## config.mk

```make
export PLATFORM = sky130hd
export DESIGN_NAME = uart_tx_buf
export DESIGN_NICKNAME = d
export VERILOG_FILES = /design/src/rtl/uart_pkg.sv /design/src/rtl/byte_fifo.sv /design/src/rtl/uart_tx_buf.sv
export SDC_FILE = /design/constraint.sdc
export NUM_CORES = 1
export LEC_CHECK = 0
export ABC_AREA = 1
export BUFFER_PORTS_ARGS = -buffer_cell sky130_fd_sc_hd__buf_2
export CELL_PAD_IN_SITES_DETAIL_PLACEMENT = 0
export CELL_PAD_IN_SITES_GLOBAL_PLACEMENT = 1
export CORE_AREA = 2 2 104 106
export CTS_CLUSTER_DIAMETER = 150
export DETAILED_ROUTE_END_ITERATION = 6
export DIE_AREA = 0 0 106 108
export PLACE_DENSITY_LB_ADDON = 0.1
export SYNTH_ARGS = -nofsm -noshare
export SYNTH_HDL_FRONTEND = slang
export SYNTH_HIERARCHICAL = 1
export SYNTH_SLANG_ARGS = --single-unit
```

## constraint.sdc

```tcl
create_clock -name clk -period 2.7 [get_ports clk]
set_input_delay 0.675 -clock clk [delete_from_list [all_inputs] [get_ports clk]]
set_output_delay 0.675 -clock clk [all_outputs]
set_load 0.005 [all_outputs]
```

## src/rtl/uart_pkg.sv

```systemverilog
`default_nettype none
// ============================================================================
// Module      : uart_pkg
// Description : Shared FSM state type and frame constants for the UART
//               transmitter. UART_TX_PARITY_EN adds the PARITY state.
// Revision    : 1.0 - initial release
// ============================================================================
package uart_pkg;

    localparam int   DEFAULT_CLKS_PER_BIT = 1086;
    localparam int   DATA_BITS            = 8;
    localparam logic IDLE_LEVEL           = 1'b1;

    typedef enum logic [2:0] {
        IDLE   = 3'd0,
        START  = 3'd1,
        DATA   = 3'd2,
`ifdef UART_TX_PARITY_EN
        PARITY = 3'd3,
`endif
        STOP   = 3'd4
    } state_t;

endpackage
`default_nettype wire

```

## src/rtl/byte_fifo.sv

```systemverilog
`default_nettype none
// ============================================================================
// Module      : byte_fifo
// Description : Power-of-two deep synchronous FIFO with occupancy count;
//               push when full and pop when empty are ignored.
// Revision    : 1.0 - initial release
// ============================================================================
module byte_fifo #(
    parameter int DEPTH = 8,
    parameter int WIDTH = 8
) (
    input  logic                   clk,
    input  logic                   rst_n,
    input  logic                   i_push,
    input  logic [WIDTH-1:0]       i_push_data,
    input  logic                   i_pop,
    output logic [WIDTH-1:0]       o_pop_data,
    output logic [$clog2(DEPTH):0] o_count,
    output logic                   o_empty,
    output logic                   o_full
);

    localparam int c_AW = $clog2(DEPTH);

    logic [WIDTH-1:0] r_mem [DEPTH];
    logic [c_AW-1:0]  r_wr_ptr;
    logic [c_AW-1:0]  r_rd_ptr;
    logic [c_AW:0]    r_count;
    logic             w_push;
    logic             w_pop;

    assign w_push = i_push && !o_full;
    assign w_pop  = i_pop && !o_empty;

    // Pointers wrap naturally because DEPTH is a power of two
    always_ff @(posedge clk) begin
        if (!rst_n) begin
            r_wr_ptr <= '0;
            r_rd_ptr <= '0;
            r_count  <= '0;
        end else begin
            if (w_push) r_wr_ptr <= r_wr_ptr + 1'b1;
            if (w_pop)  r_rd_ptr <= r_rd_ptr + 1'b1;
            case ({w_push, w_pop})
                2'b10:   r_count <= r_count + 1'b1;
                2'b01:   r_count <= r_count - 1'b1;
                default: r_count <= r_count;
            endcase
        end
    end

    always_ff @(posedge clk) begin
        if (w_push) r_mem[r_wr_ptr] <= i_push_data;
    end

    assign o_pop_data = r_mem[r_rd_ptr];
    assign o_count    = r_count;
    assign o_empty    = (r_count == '0);
    assign o_full     = (r_count == (c_AW + 1)'(DEPTH));

endmodule
`default_nettype wire

```

## src/rtl/uart_tx_buf.sv

```systemverilog
`default_nettype none
// ============================================================================
// Module      : uart_tx_buf
// Description : Buffered 8N1 UART transmitter; define UART_TX_PARITY_EN for
//               an even parity bit between data and stop.
// Revision    : 1.0 - initial release
// ============================================================================
module uart_tx_buf
    import uart_pkg::*;
#(
    parameter int CLKS_PER_BIT = DEFAULT_CLKS_PER_BIT,
    parameter int FIFO_DEPTH   = 8
) (
    input  logic                          clk,
    input  logic                          rst_n,
    input  logic [7:0]                    in_data,
    input  logic                          in_valid,
    output logic                          in_ready,
    output logic                          tx,
    output logic                          busy,
    output logic [$clog2(FIFO_DEPTH):0]   fifo_count
);

    localparam logic [15:0] c_CNT_LAST = 16'(CLKS_PER_BIT - 1);
    localparam logic [2:0]  c_IDX_LAST = 3'(DATA_BITS - 1);

    state_t                     r_state;
    state_t                     w_state_next;
    logic [15:0]                r_bit_cnt;
    logic [2:0]                 r_bit_idx;
    logic [DATA_BITS-1:0]       r_shift;
    logic                       r_tx;
    logic                       w_tx_next;
    logic                       w_bit_done;
    logic                       w_pop;
    logic [DATA_BITS-1:0]       w_fifo_head;
    logic [$clog2(FIFO_DEPTH):0] w_fifo_count;
    logic                       w_fifo_empty;
    logic                       w_fifo_full;
`ifdef UART_TX_PARITY_EN
    logic                       r_parity;
`endif

    byte_fifo #(
        .DEPTH (FIFO_DEPTH),
        .WIDTH (DATA_BITS)
    ) u_fifo (
        .clk         (clk),
        .rst_n       (rst_n),
        .i_push      (in_valid && in_ready),
        .i_push_data (in_data),
        .i_pop       (w_pop),
        .o_pop_data  (w_fifo_head),
        .o_count     (w_fifo_count),
        .o_empty     (w_fifo_empty),
        .o_full      (w_fifo_full)
    );

    assign w_bit_done = (r_bit_cnt == c_CNT_LAST);

    always_comb begin
        w_state_next = r_state;
        w_pop        = 1'b0;
        w_tx_next    = IDLE_LEVEL;
        case (r_state)
            IDLE: begin
                if (!w_fifo_empty) begin
                    w_pop        = 1'b1;
                    w_state_next = START;
                end
            end
            START: begin
                w_tx_next = 1'b0;
                if (w_bit_done) w_state_next = DATA;
            end
            DATA: begin
                w_tx_next = r_shift[0];
                if (w_bit_done && r_bit_idx == c_IDX_LAST) begin
`ifdef UART_TX_PARITY_EN
                    w_state_next = PARITY;
`else
                    w_state_next = STOP;
`endif
                end
            end
`ifdef UART_TX_PARITY_EN
            PARITY: begin
                w_tx_next = r_parity;
                if (w_bit_done) w_state_next = STOP;
            end
`endif
            STOP: begin
                w_tx_next = IDLE_LEVEL;
                // Chain straight into the next frame when bytes are waiting
                if (w_bit_done) begin
                    if (!w_fifo_empty) begin
                        w_pop        = 1'b1;
                        w_state_next = START;
                    end else begin
                        w_state_next = IDLE;
                    end
                end
            end
            default: w_state_next = IDLE;
        endcase
    end

    // tx is registered from the current state, so the line lags the state by one cycle
    always_ff @(posedge clk) begin
        if (!rst_n) begin
            r_state   <= IDLE;
            r_bit_cnt <= '0;
            r_bit_idx <= '0;
            r_shift   <= '0;
            r_tx      <= IDLE_LEVEL;
`ifdef UART_TX_PARITY_EN
            r_parity  <= 1'b0;
`endif
        end else begin
            r_state <= w_state_next;
            r_tx    <= w_tx_next;
            if (r_state == IDLE || w_bit_done) r_bit_cnt <= '0;
            else                               r_bit_cnt <= r_bit_cnt + 16'd1;
            if (w_pop) begin
                r_shift   <= w_fifo_head;
                r_bit_idx <= '0;
`ifdef UART_TX_PARITY_EN
                r_parity  <= ^w_fifo_head;
`endif
            end else if (r_state == DATA && w_bit_done) begin
                r_shift   <= {1'b0, r_shift[DATA_BITS-1:1]};
                r_bit_idx <= r_bit_idx + 3'd1;
            end
        end
    end

    assign tx         = r_tx;
    assign in_ready   = !w_fifo_full;
    assign fifo_count = w_fifo_count;
    assign busy       = (r_state != IDLE) || (w_fifo_count != '0);

endmodule
`default_nettype wire

```

# Word-level counts from Yosys, hierarchy flattened
# Memory sizes are Yosys's and may differ from the RTL's. A register that Yosys moved wholly into a read port is not among the register bits.
# Cells that the tools add are included.
# Widths: inputs -> output; s select.
[classes]
reduce_logical = 18
add_sub_neg = 6
n_eq_ne = 12
bitwise_logic = 1
muxes = 17
[op_table]
columns = ["operator", "n"]
rows = [
  ["$mux 3", 6],
  ["$add 16x1->16 const B", 1],
  ["$eq 16x11->1 const B", 1],
  ["$mux 8", 2],
  ["$pmux 3 s4", 1],
  ["$add 3x1->3 const B", 3],
  ["$ne 2x2->1 const B", 4],
  ["$pmux 4 s2", 1],
  ["$eq 3x3->1 const B", 2],
  ["$logic_and 1x1->1", 5],
  ["$mux 1", 5],
  ["$add 4x1->4 const B", 1],
  ["$eq 4x4->1 const B", 1],
  ["$logic_not 4->1", 1],
  ["$pmux 1 s2", 2],
  ["$reduce_and 4->1", 1],
  ["$reduce_bool 2->1", 2],
  ["$reduce_bool 4->1", 1],
  ["$reduce_or 2->1", 2],
  ["$sub 4x1->4 const B", 1],
  ["$eq 3x1->1 const B", 1],
  ["$eq 3x2->1 const B", 1],
  ["$logic_not 3->1", 1],
  ["$reduce_bool 3->1", 1],
  ["other kinds (5)", 7],
]
[word_totals]
in_bits = 11
elab_cells = 63
out_inout_bits = 7
n_memories = 1
ramBits = 64
reg_bits = 41
[memory_table]
columns = ["memory", "depth", "width", "rd", "rd_ports_with_merged_regs", "wr", "line", "rtl"]
rows = [
  ["u_fifo.r_mem", 8, 8, 1, 1, 1, "byte_fifo.sv:25", "logic [WIDTH-1:0] r_mem [DEPTH];"],
]

# Logic depth before layout (Yosys ltp)
[depth]
depth_word = 7
depth_mapped = 20
mapped_depth_nobuf = 20

# Modules after synthesis
# Netlist, hierarchy kept.
[by_module_without_submodules]
columns = ["mod", "cells_per_inst", "area_per_inst_um2", "instances"]
rows = [
  ["byte_fifo", 276, 3190.6, 1],
  ["uart_tx_buf", 240, 1705.4, 1],
]

# Least setup slack after synthesis
# Ideal clock, no wire load.
[synth_path]
path_kind = "reg-to-reg"
startpoint = "register r_bit_cnt[0]"
endpoint = "register u_fifo.r_count[2], in the netlist u_fifo/o_count[2]"
path_stages_with_launch = 19
path_buffers = 0
setup_time_ns = 0.115
setup_slack_ns = 0.419
arrival_ns = 2.166
synth_period_minus_slack_ns = 2.281
cell_sequence = "dfxtp_1 > ha_1 > nand3_1 > nor2_4 > nand2_4 > nand2_8 > nand2_8 > inv_2 > nand2_1 > inv_2 > ha_1 > nand2_1 > inv_1 > nor2_1 > ha_1 > a21oi_1 > xnor2_1 > o21ai_0 > inv_1"
[synth_via]
elab_chain_len = 6
word_cells_on_any_way = 8
classes_between = "3 x eq/ne; 3 x mux; 2 x reduce/logical"
[synth_lines]
columns = ["element", "line", "rtl"]
rows = [
  ["start, declared", "uart_tx_buf.sv:29", "logic [15:0] r_bit_cnt;"],
  ["start signal, assigned", "uart_tx_buf.sv:123", "else r_bit_cnt <= r_bit_cnt + 16'd1;"],
  ["$eq 16x11->1 (*)", "uart_tx_buf.sv:59", "assign w_bit_done = (r_bit_cnt == c_CNT_LAST);"],
  ["$mux 1 (*)", "uart_tx_buf.sv:95", "if (w_bit_done) begin"],
  ["$pmux 1 s2 (*)", "uart_tx_buf.sv:65", "case (r_state)"],
  ["net w_pop", "uart_tx_buf.sv:35", "logic w_pop;"],
  ["$logic_and 1x1->1 (*)", "byte_fifo.sv:33", "assign w_pop = i_pop && !o_empty;"],
  ["net u_fifo.w_pop", "byte_fifo.sv:30", "logic w_pop;"],
  ["$eq 2x1->1 or $eq 2x2->1 (tied branches)", "byte_fifo.sv:44", "case ({w_push, w_pop})"],
  ["$pmux 4 s2 or $reduce_bool 2->1 (tied branches)", "n/a", ""],
  ["end signal, assigned", "byte_fifo.sv:45", "2'b10: r_count <= r_count + 1'b1;"],
  ["end signal, assigned", "byte_fifo.sv:46", "2'b01: r_count <= r_count - 1'b1;"],
  ["end signal, assigned", "byte_fifo.sv:47", "default: r_count <= r_count;"],
  ["end, declared", "byte_fifo.sv:28", "logic [c_AW:0] r_count;"],
]
# The timed path passes the listed nets; every way through them passes the cells marked *.
# A chain may end at the register's enable or synchronous reset.

# Worst setup path after layout
[layout_path]
startpoint = "register r_bit_cnt[1]"
endpoint = "register u_fifo.r_count[2], in the netlist u_fifo/o_count[2]"
# Same word-level chain as after synthesis.

==> impl_results.md <==
* Outcome: completed
* Area occupied by multi-input gates at 1810 sq um
* Most frequent cells after synthesis: nand2_1, nor2_1, edfxtp_1, inv_1, dfxtp_1
* Sequential element share of the synthesized area at 57.2%
* Share of post-route cells with drive strength above 1 at 13.5%
* Syn_nets at 536
* Clock latency on the worst-skew pair at 0.37 ns
* Worst ir drop on vdd at 414 uV
* Crit-path most repeated cell: inv_1
* Buffers added on ports at 17
* Post-DP HPWL at 6.56 mm
* DRC at 0
* Max_slew headroom at 67.3%
* Final setup fails at 0
* Core ar. at 10200 sq um
* Stages on worst setup path at 19
* Setup crit end kind: flip-flop
* Post-Place Cells at 668
* Final worst path period share at 93.4%
* Max Cap Viol at 0
* Mapped Cells at 516
* Clock-pin transition on the worst setup and hold timing paths at 0.10 ns
* Vias in the first global route at 3377
* Fmax at 396 MHz
* Ys async rst share at 0%
* CP required at 2.96 ns
* Ant. Diodes at 0
* CTS buffer count at 9
* Netlist cell types at 39
* CP startpoint kind: flip-flop
* First-pass GRT wire length at 16.6 mm
* R2R setup slack at 0.18 ns
* Area grow syn2layout at 10.4%
* Crit path time final at 2.52 ns
* Worst Path Buf+Inv at 5
* Total GRT Usage at 18.8%
* Top cells by area, synth: edfxtp_1, dfxtp_1, nand2_1
* Placed Area at 5140 sq um
* PwrDens at 934 nW/um^2
* Die X at 106 microns
* Die Height at 108 microns
* Leak pwr at 2.06 nW
* CP delay by family, top: simple AND/OR/NAND/NOR gates
* Path depth of the worst reg2reg path at 19
* Final std cell area, no fill at 5400 sq um
* Post-synth EDFFs at 64
* CTS root buf: clkbuf_8
* Top-count cell post-synth: nand2_1
* Synthesized area per cell at 9.49 sq um
* # fillers at 963
* Total Wirelength at 9.87 mm
* Crit Path Class: flip-flop to flip-flop
* Critical Path Fanout Max at 18
* CTS tree: built
* DRT antenna net count at 0
* Clk_skew at 0.00930 ns
* Number of core rows at 37
* GP Congestion at 0.850
* Worst r2r dst: u_fifo/o_count[2]
* Setup TNS at 0 ns
* H-tree levels at 3
* Grt ovf at 0
* CTS Hold Bufs at 0
* CTS Sinks at 108
* Post-synth top area share at 39.3%
* Worst-path cell chain: inv_1, ha_1, nand3_1, nor2_4, nand2_4, nand2_8, nand2_8, inv_2, nand2_1, inv_2, ha_4, nand2_1, inv_1, nor2_1, ha_1, a21oi_1, xnor2_1, o21ai_0, inv_1
* Total vias in the final route at 3525
* Hold Crit Class: flip-flop to flip-flop
* Initial Util at 47.9%
* CP arrival at 2.79 ns
* Post-layout power at 5.05 mW
* IO Pins at 18
* Final Hold Fails at 0
* Worst Tran Pin Value at 0.489 ns
* Seq cells post-synth at 108
* Synthesized area at 4900 sq um
* Worst reg2reg startpoint: r_bit_cnt[1]
* Wirelength per Cell at 14.4 microns
* CP Launch Point: r_bit_cnt[1]
* FF/Latch Area at 2800 sq um
* Fin cells at 686
* Critical Path Max Stage Delay at 0.34 ns
* Max Slew Vio Count at 0
* Initial antenna violation count at 0
* Hold path depth at 1
* Top_reg_cell synth: edfxtp_1
* Largest net degree at the start of global routing at 33
* Pre-Repair DR Iteration Count at 4
* Dominant cell type by area after synthesis: edfxtp_1
* Worst setup path end: u_fifo/o_count[2]
* RSZ-0062 raised after global routing: false
* Slowest CP cell: dfxtp_1
* YS warnings at 6
* Iter 0 DRT Violations at 244
* Hold slack at 0.440 ns
* Die ar. at 11400 sq um
* Drt via density at 5.14
* Final #Nets at 565
* Deepest clock path buffer count at 2
==> power by group <==
| group | total, mW | leakage, nW | internal (mW) | switching, mW |
|---|---|---|---|---|
| clock | 1.13 | 0.119 | 0.546 | 0.582 |
| sequential | 2.07 | 0.939 | 1.94 | 0.130 |
| combinational | 1.85 | 1.00 | 0.673 | 1.17 |
| total | 5.05 | 2.06 | 3.16 | 1.89 |
==> routing by layer <==
layer / vias to the layer above / wire length (microns) / global-route usage (%)
li1: 1806 / - / -
met1: 1651 / 4460 / 25.1
met2: 61 / 4820 / 31.2
met3: 7 / 509 / 3.56
met4: 0 / 85 / 6.11
met5: - / 0 / 0
==> final cells by class <==
type                    count  area share (%)
multi-input cells         345            33.5
repair buffers             30            3.61
well taps                 136            3.15
clock buffers               9            2.29
flip-flops and latches    108            51.9
inverters                  51            3.54
clock inverters             7            2.01
==> flip-flops by register name (all words and copies together) (netlist names), named ones only <==
name	count
r_bit_cnt	16
u_fifo/o_count	4
u_fifo/r_mem	64
u_fifo/r_rd_ptr	3
tx	1
r_bit_idx	3
r_state	3
r_shift	8
u_fifo/r_wr_ptr	3
==> logic make-up (layout without fill, tap and decap cells) <==
family,count (synthesis),after routing,share of synthesized area (%)
and+or+nand+nor,238,238,22.4
xor gates and xnor gates,8,8,1.43
buffers and inverters,63,97,6.13
AOI/OAI and AO/OA,82,82,8.82
muxes,8,8,1.64
adders and majority gates,9,9,2.30
DFF,108,108,57.2
==> through the flow <==
stage	util, %	setup WS, ns
after global routing	52.8	0.0134
final	52.8	0.177
after detailed placement	50.2	0.116
after global placement	50.2	0.240
after CTS	52.5	0.105
after floorplan	-	0.419
==> how the worst min path moves through the flow <==
stage	from	endpoint	slack [ns]
after floorplan	r_bit_cnt[0]	r_bit_cnt[0]	0.43
after global placement	r_bit_cnt[0]	r_bit_cnt[0]	0.45
after detailed placement	r_bit_cnt[0]	r_bit_cnt[0]	0.46
after CTS	r_bit_cnt[0]	r_bit_cnt[0]	0.48
after global routing	r_bit_cnt[0]	r_bit_cnt[0]	0.46
final	r_bit_cnt[0]	r_bit_cnt[0]	0.44
==> placed cells by master, fill, tap and decap left out, drive strengths merged, types with 3 or more instances in the layout <==
cell type,n
a21oi,26
buf,30
clkbuf,9
dfxtp,44
edfxtp,64
ha,9
inv,55
mux2i,8
nand2,94
nand3,36
nand4,9
nor2,84
nor3,5
nor4,3
o21ai,45
o22ai,8
or2,3
xnor2,4
xor2,4
==> timing repair <==
item / in CTS / in global routing
setup endpoints to repair: 0 / 2
setup buffers: 0 / 2
resized for setup: 0 / 4
hold endpoints to repair: 0 / 0
No activity file was read; power rests on OpenSTA's default activity.
